$ cat config.mk
export PLATFORM = sky130hd
export DESIGN_NAME = riscv_mem_arb_flat
export DESIGN_NICKNAME = d
export VERILOG_FILES = /design/src/rtl/riscv_mem_arb_if.sv /design/src/rtl/riscv_mem_arb.sv /design/src/flat_wrapper.sv
export SDC_FILE = /design/constraint.sdc
export NUM_CORES = 1
export LEC_CHECK = 0
export ABC_AREA = 1
export CAP_MARGIN = 40
export CORE_MARGIN = 10
export CORE_UTILIZATION = 30
export CTS_CLUSTER_SIZE = 12
export DETAILED_ROUTE_END_ITERATION = 7
export PLACE_DENSITY = 0.71
export REMOVE_ABC_BUFFERS = 1
export SYNTH_ARGS = -nofsm -noshare
export SYNTH_HDL_FRONTEND = slang
export SYNTH_SLANG_ARGS = --single-unit
$ cat constraint.sdc
create_clock -name CLK -period 2 [get_ports CLK]
set_input_delay 0.2 -clock CLK [delete_from_list [all_inputs] [get_ports CLK]]
set_output_delay 0.2 -clock CLK [all_outputs]
set_load 0.005 [all_outputs]
$ cat src/rtl/riscv_mem_arb_if.sv
// riscv_mem_arb_if -- bus bundle between the fetch/data ports, the arbiter
// and the single-port SRAM. The arbiter uses the slave view; the
// surrounding core/memory (or a bench) uses the master view.
`timescale 1ns/1ps
interface riscv_mem_arb_if #(
  parameter int AWIDTH = 12,
  parameter int DWIDTH = 32
);
  // instruction fetch port
  logic                  I_REQ;
  logic [AWIDTH-1:0]     I_ADDR;
  logic                  I_GNT;
  logic                  I_RVALID;
  logic [DWIDTH-1:0]     I_RDATA;
  // data port
  logic                  D_REQ;
  logic                  D_WEN;
  logic [DWIDTH/8-1:0]   D_BE;
  logic [AWIDTH-1:0]     D_ADDR;
  logic [DWIDTH-1:0]     D_WDATA;
  logic                  D_GNT;
  logic                  D_RVALID;
  logic [DWIDTH-1:0]     D_RDATA;
  // single-port SRAM side
  logic                  MEM_CSN;
  logic                  MEM_WEN;
  logic [DWIDTH/8-1:0]   MEM_BE;
  logic [AWIDTH-1:0]     MEM_ADDR;
  logic [DWIDTH-1:0]     MEM_DOUT;
  logic [DWIDTH-1:0]     MEM_DI;

  modport slave (
    input  I_REQ, I_ADDR,
    input  D_REQ, D_WEN, D_BE, D_ADDR, D_WDATA,
    input  MEM_DI,
    output I_GNT, I_RVALID, I_RDATA,
    output D_GNT, D_RVALID, D_RDATA,
    output MEM_CSN, MEM_WEN, MEM_BE, MEM_ADDR, MEM_DOUT
  );

  modport master (
    output I_REQ, I_ADDR,
    output D_REQ, D_WEN, D_BE, D_ADDR, D_WDATA,
    output MEM_DI,
    input  I_GNT, I_RVALID, I_RDATA,
    input  D_GNT, D_RVALID, D_RDATA,
    input  MEM_CSN, MEM_WEN, MEM_BE, MEM_ADDR, MEM_DOUT
  );
endinterface

$ cat src/rtl/riscv_mem_arb.sv
// riscv_mem_arb -- arbitrates an instruction-fetch port and a data port onto
// one single-port SRAM with 1-cycle read latency.
// Grants are combinational; read responses are routed back by a small
// NONE/PEND tracker that remembers which port owns the in-flight read.
// Build option: define RISCV_ARB_RR_EN for round-robin conflict resolution;
// without it the data port always wins a conflict.
`timescale 1ns/1ps
module riscv_mem_arb #(
  parameter int AWIDTH = 12,
  parameter int DWIDTH = 32
) (
  input  logic           CLK,
  input  logic           RSTn,
  riscv_mem_arb_if.slave bus,
  output logic [31:0]    STALL_CNT
);

  localparam int BWIDTH = DWIDTH / 8;

  typedef enum logic [0:0] {
    RSP_NONE = 1'b0,
    RSP_PEND = 1'b1
  } rsp_state_e;

  // owner / last-granted encoding
  localparam logic OWN_I = 1'b0;
  localparam logic OWN_D = 1'b1;

  localparam logic [31:0] STALL_MAX = 32'hFFFF_FFFF;

  rsp_state_e        state_q, state_d;
  logic              owner_q, owner_d;
  logic [DWIDTH-1:0] i_rdata_q, i_rdata_d;
  logic [DWIDTH-1:0] d_rdata_q, d_rdata_d;
  logic [31:0]       stall_q, stall_d;

  logic              i_gnt;
  logic              d_gnt;
  logic              rd_grant;
  logic              i_rvalid;
  logic              d_rvalid;

`ifdef RISCV_ARB_RR_EN
  // Port granted most recently; reset value makes the first conflict go to I.
  logic              last_q, last_d;
`endif

  // Grant selection: single requester wins outright, conflicts resolved by policy.
  always_comb begin
    i_gnt = 1'b0;
    d_gnt = 1'b0;
    if (!RSTn) begin
      i_gnt = 1'b0;
      d_gnt = 1'b0;
    end else if (bus.I_REQ && bus.D_REQ) begin
`ifdef RISCV_ARB_RR_EN
      if (last_q == OWN_D) begin
        i_gnt = 1'b1;
      end else begin
        d_gnt = 1'b1;
      end
`else
      d_gnt = 1'b1;
`endif
    end else begin
      i_gnt = bus.I_REQ;
      d_gnt = bus.D_REQ;
    end
  end

  assign bus.I_GNT = i_gnt;
  assign bus.D_GNT = d_gnt;

  // SRAM command mux: idle bus is fully zeroed so nothing leaks from an ungranted port.
  always_comb begin
    bus.MEM_CSN  = 1'b1;
    bus.MEM_WEN  = 1'b1;
    bus.MEM_BE   = {BWIDTH{1'b0}};
    bus.MEM_ADDR = {AWIDTH{1'b0}};
    bus.MEM_DOUT = {DWIDTH{1'b0}};
    case ({i_gnt, d_gnt})
      2'b10: begin
        bus.MEM_CSN  = 1'b0;
        bus.MEM_WEN  = 1'b1;
        bus.MEM_BE   = {BWIDTH{1'b0}};
        bus.MEM_ADDR = bus.I_ADDR;
        bus.MEM_DOUT = {DWIDTH{1'b0}};
      end
      2'b01: begin
        bus.MEM_CSN  = 1'b0;
        bus.MEM_WEN  = bus.D_WEN;
        bus.MEM_BE   = bus.D_BE;
        bus.MEM_ADDR = bus.D_ADDR;
        bus.MEM_DOUT = bus.D_WDATA;
      end
      default: begin
        bus.MEM_CSN  = 1'b1;
        bus.MEM_WEN  = 1'b1;
        bus.MEM_BE   = {BWIDTH{1'b0}};
        bus.MEM_ADDR = {AWIDTH{1'b0}};
        bus.MEM_DOUT = {DWIDTH{1'b0}};
      end
    endcase
  end

  // Response valids decode straight from the tracker flops (no extra logic depth).
  assign i_rvalid = (state_q == RSP_PEND) && (owner_q == OWN_I);
  assign d_rvalid = (state_q == RSP_PEND) && (owner_q == OWN_D);

  assign bus.I_RVALID = i_rvalid;
  assign bus.D_RVALID = d_rvalid;
  // Present SRAM data in the response cycle itself; hold the captured copy after.
  assign bus.I_RDATA  = i_rvalid ? bus.MEM_DI : i_rdata_q;
  assign bus.D_RDATA  = d_rvalid ? bus.MEM_DI : d_rdata_q;

  assign STALL_CNT = stall_q;

  // Next-state logic: response tracker, read-data capture and stall counter.
  always_comb begin
    // a fetch is always a read; a data access reads when D_WEN is high
    rd_grant  = i_gnt || (d_gnt && bus.D_WEN);
    state_d   = RSP_NONE;
    owner_d   = owner_q;
    i_rdata_d = i_rdata_q;
    d_rdata_d = d_rdata_q;
    stall_d   = stall_q;

    if (rd_grant) begin
      state_d = RSP_PEND;
      owner_d = d_gnt ? OWN_D : OWN_I;
    end else begin
      state_d = RSP_NONE;
      owner_d = owner_q;
    end

    if (i_rvalid) begin
      i_rdata_d = bus.MEM_DI;
    end else begin
      i_rdata_d = i_rdata_q;
    end

    if (d_rvalid) begin
      d_rdata_d = bus.MEM_DI;
    end else begin
      d_rdata_d = d_rdata_q;
    end

    // saturate rather than wrap so long stalls never read as short ones
    if (bus.I_REQ && !i_gnt && (stall_q != STALL_MAX)) begin
      stall_d = stall_q + 32'd1;
    end else begin
      stall_d = stall_q;
    end
  end

`ifdef RISCV_ARB_RR_EN
  // Round-robin pointer follows every grant, conflicting or not.
  always_comb begin
    last_d = last_q;
    if (i_gnt) begin
      last_d = OWN_I;
    end else if (d_gnt) begin
      last_d = OWN_D;
    end else begin
      last_d = last_q;
    end
  end
`endif

  // State registers; reset drops any in-flight response immediately.
  always_ff @(posedge CLK or negedge RSTn) begin
    if (!RSTn) begin
      state_q   <= RSP_NONE;
      owner_q   <= OWN_I;
      i_rdata_q <= {DWIDTH{1'b0}};
      d_rdata_q <= {DWIDTH{1'b0}};
      stall_q   <= 32'd0;
`ifdef RISCV_ARB_RR_EN
      last_q    <= OWN_D;
`endif
    end else begin
      state_q   <= state_d;
      owner_q   <= owner_d;
      i_rdata_q <= i_rdata_d;
      d_rdata_q <= d_rdata_d;
      stall_q   <= stall_d;
`ifdef RISCV_ARB_RR_EN
      last_q    <= last_d;
`endif
    end
  end

endmodule

$ cat src/flat_wrapper.sv
// flat-port wrapper written by rule: the top's interface ports become plain ports
module riscv_mem_arb_flat 
#(
  parameter int AWIDTH = 12,
  parameter int DWIDTH = 32
)
  (CLK, RSTn, STALL_CNT, bus_I_REQ, bus_I_ADDR, bus_D_REQ, bus_D_WEN, bus_D_BE, bus_D_ADDR, bus_D_WDATA, bus_MEM_DI, bus_I_GNT, bus_I_RVALID, bus_I_RDATA, bus_D_GNT, bus_D_RVALID, bus_D_RDATA, bus_MEM_CSN, bus_MEM_WEN, bus_MEM_BE, bus_MEM_ADDR, bus_MEM_DOUT);
  riscv_mem_arb_if #(.AWIDTH(AWIDTH), .DWIDTH(DWIDTH)) bus_i ();
  input  logic CLK;
  input  logic RSTn;
  output logic [31:0] STALL_CNT;
  input wire logic [$bits(bus_i.I_REQ)-1:0] bus_I_REQ;
  input wire logic [$bits(bus_i.I_ADDR)-1:0] bus_I_ADDR;
  input wire logic [$bits(bus_i.D_REQ)-1:0] bus_D_REQ;
  input wire logic [$bits(bus_i.D_WEN)-1:0] bus_D_WEN;
  input wire logic [$bits(bus_i.D_BE)-1:0] bus_D_BE;
  input wire logic [$bits(bus_i.D_ADDR)-1:0] bus_D_ADDR;
  input wire logic [$bits(bus_i.D_WDATA)-1:0] bus_D_WDATA;
  input wire logic [$bits(bus_i.MEM_DI)-1:0] bus_MEM_DI;
  output wire logic [$bits(bus_i.I_GNT)-1:0] bus_I_GNT;
  output wire logic [$bits(bus_i.I_RVALID)-1:0] bus_I_RVALID;
  output wire logic [$bits(bus_i.I_RDATA)-1:0] bus_I_RDATA;
  output wire logic [$bits(bus_i.D_GNT)-1:0] bus_D_GNT;
  output wire logic [$bits(bus_i.D_RVALID)-1:0] bus_D_RVALID;
  output wire logic [$bits(bus_i.D_RDATA)-1:0] bus_D_RDATA;
  output wire logic [$bits(bus_i.MEM_CSN)-1:0] bus_MEM_CSN;
  output wire logic [$bits(bus_i.MEM_WEN)-1:0] bus_MEM_WEN;
  output wire logic [$bits(bus_i.MEM_BE)-1:0] bus_MEM_BE;
  output wire logic [$bits(bus_i.MEM_ADDR)-1:0] bus_MEM_ADDR;
  output wire logic [$bits(bus_i.MEM_DOUT)-1:0] bus_MEM_DOUT;
  assign bus_i.I_REQ = bus_I_REQ;
  assign bus_i.I_ADDR = bus_I_ADDR;
  assign bus_i.D_REQ = bus_D_REQ;
  assign bus_i.D_WEN = bus_D_WEN;
  assign bus_i.D_BE = bus_D_BE;
  assign bus_i.D_ADDR = bus_D_ADDR;
  assign bus_i.D_WDATA = bus_D_WDATA;
  assign bus_i.MEM_DI = bus_MEM_DI;
  assign bus_I_GNT = bus_i.I_GNT;
  assign bus_I_RVALID = bus_i.I_RVALID;
  assign bus_I_RDATA = bus_i.I_RDATA;
  assign bus_D_GNT = bus_i.D_GNT;
  assign bus_D_RVALID = bus_i.D_RVALID;
  assign bus_D_RDATA = bus_i.D_RDATA;
  assign bus_MEM_CSN = bus_i.MEM_CSN;
  assign bus_MEM_WEN = bus_i.MEM_WEN;
  assign bus_MEM_BE = bus_i.MEM_BE;
  assign bus_MEM_ADDR = bus_i.MEM_ADDR;
  assign bus_MEM_DOUT = bus_i.MEM_DOUT;
  riscv_mem_arb #(.AWIDTH(AWIDTH), .DWIDTH(DWIDTH)) u_core (.CLK(CLK), .RSTn(RSTn), .bus(bus_i), .STALL_CNT(STALL_CNT));
endmodule
==> results of run 1 <==
-- cells in the final DEF (no fill, tap or decap), types with 5 or more instances in the layout --
master           count
a21oi_1             12
buf_4               24
clkbuf_16           12
clkdlybuf4s50_1    181
dfrtp_1             97
dlygate4sd2_1       21
dlymetal6s2s_1      41
inv_1               95
nand2_1            287
nand3_1             18
nand3b_1             5
nand4_1              6
nor2_1              47
nor2_2               8
o21ai_0             17
o21ai_1             46
o21ai_2              6
xor2_1               8
-- registers in the layout, summed over array words and instances, names as in the netlist --
register / count
u_core.STALL_CNT: 32
u_core.d_rdata_q: 32
u_core.i_rdata_q: 32
u_core.owner_q: 1
u_core.state_q: 1
-- report_power, final --
part	switching (mW)	total (mW)	leakage, nW	internal (mW)
registers	0.154	2.54	1.25	2.38
logic	0.908	2.04	3.18	1.13
clock network	0.807	1.93	0.163	1.12
total	1.87	6.50	4.59	4.63
-- cell type report --
cell class              instances  area [um^2]
fillers                      1571         8030
inverters                     100          378
repair buffers                280         2920
flip-flops and latches         98         2450
well taps                     220          275
clock inverters                 7          106
clock buffers                   9          225
multi-input cells             480         2190
-- final timing paths --
kind                       cells past startpoint                          endpoint                             from
max                                            7                   bus_I_RDATA[18]       u_core.owner_q$_DFFE_PN0P_
max reg2reg                                   10  u_core.STALL_CNT[29]$_DFFE_PN0P_  u_core.STALL_CNT[1]$_DFFE_PN0P_
min in group CLK                               4        u_core.owner_q$_DFFE_PN0P_                        bus_D_REQ
min                                            3   u_core.STALL_CNT[0]$_DFFE_PN0P_                             RSTn
min reg2reg                                    2    u_core.i_rdata_q[10]$_DFF_PN0_   u_core.i_rdata_q[10]$_DFF_PN0_
max in group asynchronous                      4          u_core.state_q$_DFF_PN0_                             RSTn
-- kinds of logic (layout without fill, tap and decap cells) --
logic type                 after synthesis  after routing
and+or+nand+nor                        384            384
buffers and inverters                  126            396
DFF                                     98             98
AOI/OAI and AO/OA                       81             81
xor gates and xnor gates                12             12
adders and majority gates                3              3
-- through the flow --
stage,worst slack (ns),std cells
final,-0.116,1194
after global routing,-0.221,1194
after CTS,-0.165,1186
after global placement,-0.487,1168
after detailed placement,-0.496,1168
after floorplan,0.186,678
-- layer usage --
layer | share of wire, % | wire, um | track usage, % | vias up
li1 | - | - | - | 2673
met1 | 38 | 7570 | 17.5 | 2509
met2 | 51 | 10200 | 29.0 | 197
met3 | 9.0 | 1790 | 6.09 | 24
met4 | 2.3 | 454 | 5.78 | 0
met5 | 0 | 0 | 0 | -
-- what timing repair did --
item | in CTS | in global routing
endpoints found under the setup margin | 112 | 87
pin swaps | 1 | 2
resized for setup | 40 | 99
setup buffers | 1 | 3
cloned | 1 | 5
-- worst reg2reg max path, stage by stage, from the launching register on --
cell and delay (ns):
dfrtp_1 0.40, ha_1 0.24, inv_1 0.07, nor2_2 0.22
nand2_2 0.11, nor2_4 0.13, nand2_4 0.08, nand2_8 0.16
inv_4 0.13, nand2_1 0.09, nand2_1 0.06
==> metrics, run 1 <==
Yosys cell types=24; RePlAce Congestion=0.910; Max-Cap Viols=0; Clock transition at path regs=0.08 ns; top cells by area, synth=dfrtp_1, nand2_1, inv_1; n_diodes=0; Worst path max stage delay=0.53 ns; first-pass GRT wire length=28800 um; Worst Setup End Kind=output port; Detailed Routing Iterations Pass 1=4; f_max=0.473 GHz; final core occ=51.6%; Tot Pwr=6.50 mW; Port Buffers=246; worst skew pair latency=0.35 ns; remaining global-route overflow=0; pins over their slew limit=0; Gate Count Post-Synth=704; Pwr Density=760 nW/um^2; ys async rst share=100%; largest family of logic cells by synthesized area=simple AND/OR/NAND/NOR gates; Detail Route Antenna Nets=0; H-Tree Depth=3; Worst Setup Path Type=reg -> out; post-route design area=8550 um^2; Adder-Cell Fraction of Synth Area=0.738%; mux share of post-synthesis cell area=0%; initial antenna violation count=0; Synth top cells by count=nand2_1, inv_1, dfrtp_1; final net count=1069; largest area contributor in the netlist=dfrtp_1; DRC Markers=0; Chip Height=150 um; Tightest Hold Check Type=in -> async; CTS tree=done; Core ar.=16600 um^2; Syn-to-layout area delta=68.2%; Slew headroom=51.9%; Max Root-Sink Buffers=2; fin crit period=2.12 ns; clock sink total=98; fraction of layout cells with a size suffix above 1=8.93%; simple-gate share of the synthesized area=31.1%; Setup violations, final=22; clk_skew=0.0141 ns; via count=5403; XOR/XNOR share of the synthesized area=2.07%; Worst Path Buf+Inv=4; RSZ-0062 raised after global routing=yes; critical path required time=1.80 ns; Setup WS post-layout=-0.116 ns; flop2flop setup slack=0.23 ns; CP max FO=8; Die W=150 um; top-count cell post-synth=nand2_1; LEAKAGE=4.59 nW; final hold vios=0; hpwl dp=15100 um; Seq/Total Area, Yosys=48.2%; CTS Hold Bufs=0; total CTS buffers=9; FF+latch count, synth=98; Setup TNS Final=-1.07 ns; WL final=20000 um; Slew @ Worst Pin=0.722 ns; Hold Slack=0.0460 ns; Ys Warns=0; CP top delay family=buffers and inverters; initial core utilization=30.7%; part of the cycle the worst path needs=106%; overall routing resource usage=16.3%; CP Cell Sequence=inv_2 -> nand2_4 -> buf_4 -> clkbuf_16 -> nand2_1 -> o21ai_1 -> clkdlybuf4s50_1; Site Rows=47; Main synth FF type=dfrtp_1; wire length per cell=16.7 um; Starting DRT DRC Count=329; number of global-route vias before repair=5181; Critical Path Start Type=flop; IO Count=247; failing checks=setup timing; post-synthesis compound-gate area fraction=7.97%; status=finished, violations left; dpl cell area=7920 um^2; DR vias/cell=4.53; largest net degree at the start of global routing=66; average size of a mapped cell=7.22 um^2; VDD IR max=0.000385 V; die footprint=22600 um^2; Critical Path Slowest Stage Cell=clkdlybuf4s50_1; EDFF count, synth=0; CTS Root Cell=clkbuf_16; Cell Area, Synth=5080 um^2; crit path DAT=1.92 ns; Synth top area share=48.2%
No activity file was read; power rests on OpenSTA's default activity.
==> run 2: changes to the inputs <==
Settings changed: CORE_UTILIZATION 30 to 41, PLACE_DENSITY 0.71 to 0.9.
Clock period 2 ns to 2.1 ns, I/O delays scaled along.
==> run 2 against run 1 <==
- the flow now finishes without violations
- critical endpoint is now bus_D_RDATA[7]
- routed wire length decreased by 0.55%
- largest cell class unchanged
- sequential power decreased by 4%
- largest power group unchanged
- hold slack improved by 0.33 ns
- utilization grew 18 points
- combinational power shrank 13%
- critical path type unchanged
- worst setup slack improved by 0.23 ns
- via count increased by 4.1%
- total power down 9.4%
- sequential share of layout area is 0.70 points higher
- cell count fell by 4.3%
- clock skew decreased by 0.0085 ns
- final area shrank 2.4%
==> metrics, run 2 (synthesis gave the netlist of run 1 again) <==
status=finished, final reports clean; Setup TNS Final=0 ns; IO Count=247; internal power=4.13 mW; Comb power frac=30.1%; Detailed Routing Iterations Pass 1=5; Chip Height=131 um; f_max=0.503 GHz; first-pass GRT wire length=30700 um; commonest non-fill, non-tap cell in the layout=nand2_1; Worst Setup Path Type=reg -> out; Tightest Hold Check Type=in -> reg; clock share of power=28.7%; Starting DRT DRC Count=479; Slew headroom=51.8%; final core occ=69.2%; DR vias/cell=4.92; post-route design area=8340 um^2; fin crit period=1.99 ns; Detail Route Antenna Nets=0; Syn-to-layout area delta=64.1%; final hold vios=0; CTS Root Cell=clkbuf_16; pins over their slew limit=0; DRC Markers=0; Max-Cap Viols=0; wire length per cell=17.4 um; initial core utilization=42.1%; initial antenna violation count=2; Setup WS post-layout=0.110 ns; die footprint=17300 um^2; largest net degree at the start of global routing=69; sw frac=29.9%; crit path DAT=1.78 ns; RePlAce Congestion=0.957; DP Cell Count=1111; total CTS buffers=9; hpwl dp=15100 um; clock sink total=98; H-Tree Depth=3; Clock transition at path regs=0.07 ns; Tot Pwr=5.89 mW; Critical Path Start Type=flop; CTS tree=done; final net count=1068; dpl cell area=7860 um^2; Setup WS pre-CTS=-0.462 ns; critical path required time=1.89 ns; overall routing resource usage=22.1%; # fillers=961; part of the cycle the worst path needs=94.8%; Slew @ Worst Pin=0.716 ns; RSZ-0062 raised after global routing=no; LEAKAGE=4.39 nW; Worst Setup End Kind=output port; Port Buffers=246; NetSw=1.76 mW; worst skew pair latency=0.35 ns; clk_skew=0.00562 ns; WL final=19900 um; via count=5623; Max Root-Sink Buffers=2; Hold Slack=0.380 ns; Core ar.=12100 um^2; Setup violations, final=0; most frequent cells in the layout=nand2_1, clkdlybuf4s50_1, dlygate4sd2_1, dfrtp_1, inv_1; remaining global-route overflow=0; number of global-route vias before repair=5689; Site Rows=40; fin cells=1143; Flop pwr share=41.2%; Pwr Density=706 nW/um^2; VDD IR max=0.000467 V; Die W=131 um; CP max FO=21; fraction of layout cells with a size suffix above 1=7.81%
[run 2: cell count changes in the layout (fill, tap and decap cells not counted), sizes merged]
cell | previous run | this run
dlygate4sd2 | 21 | 103
dlymetal6s2s | 41 | 4
clkdlybuf4s50 | 181 | 137
diode | 0 | 2
clkinv | 2 | 3
clkbuf | 13 | 9
buf | 32 | 30
bufinv | 2 | 1
dlygate4sd3 | 0 | 1
bufbuf | 0 | 3
[run 2: power groups by stage]
stage	Combinational [mW]	Clock, mW	Sequential (mW)
final	1.77	1.69	2.43
after global routing	1.94	1.78	2.46
after CTS	1.79	1.71	2.42
after detailed placement	1.94	0	2.46
after global placement	1.89	0	2.44
after floorplan	0.591	0	2.42
[run 2: what timing repair did]
action,4_1_cts,5_1_grt
cloned,5,0
resized for setup,158,8
hold endpoints to repair,17,0
pin swaps,2,1
buffers inserted,6,3
hold buffers,1,0
setup endpoints to repair,110,39
[run 2: worst paths after layout]
check | to | slack, ns | from | depth (start not counted)
hold reg to reg | u_core.i_rdata_q[23]$_DFF_PN0_ | 0.49 | u_core.i_rdata_q[23]$_DFF_PN0_ | 2
hold / removal | u_core.owner_q$_DFFE_PN0P_ | 0.38 | bus_D_REQ | 4
setup / recovery | bus_D_RDATA[7] | 0.11 | u_core.owner_q$_DFFE_PN0P_ | 6
min in group asynchronous | u_core.STALL_CNT[0]$_DFFE_PN0P_ | 0.46 | RSTn | 4
max in group asynchronous | u_core.i_rdata_q[28]$_DFF_PN0_ | 0.73 | RSTn | 6
setup reg to reg | u_core.STALL_CNT[30]$_DFFE_PN0P_ | 0.28 | u_core.STALL_CNT[0]$_DFFE_PN0P_ | 10
[run 2: cell type report]
cell class | instances | area [um^2] | share of cell area [%]
Antenna cell | 2 | 5.00 | 0.0600
Clock inverter | 7 | 75.1 | 0.900
Multi-Input combinational cell | 480 | 2170 | 26.0
Timing Repair Buffer | 279 | 2830 | 33.9
Tap cell | 168 | 210 | 2.52
Clock buffer | 9 | 225 | 2.70
Inverter | 100 | 378 | 4.53
Sequential cell | 98 | 2450 | 29.4
[run 2: metal layers]
layer	routed length [um]	GRT usage, %	part of all wire [%]	vias up
met2	10200	39.0	51	268
li1	-	-	-	2673
met4	1060	12.5	5.3	0
met3	1780	7.20	9.0	67
met5	0	0	0	-
met1	6810	22.6	34	2615
[run 2: worst max-delay path, stage by stage, from the launching register on]
cell and delay (ns):
dfrtp_1 0.38, buf_4 0.14, nand2_4 0.10, bufbuf_16 0.31, nand2_1 0.06, o21ai_0 0.11, dlygate4sd2_1 0.31
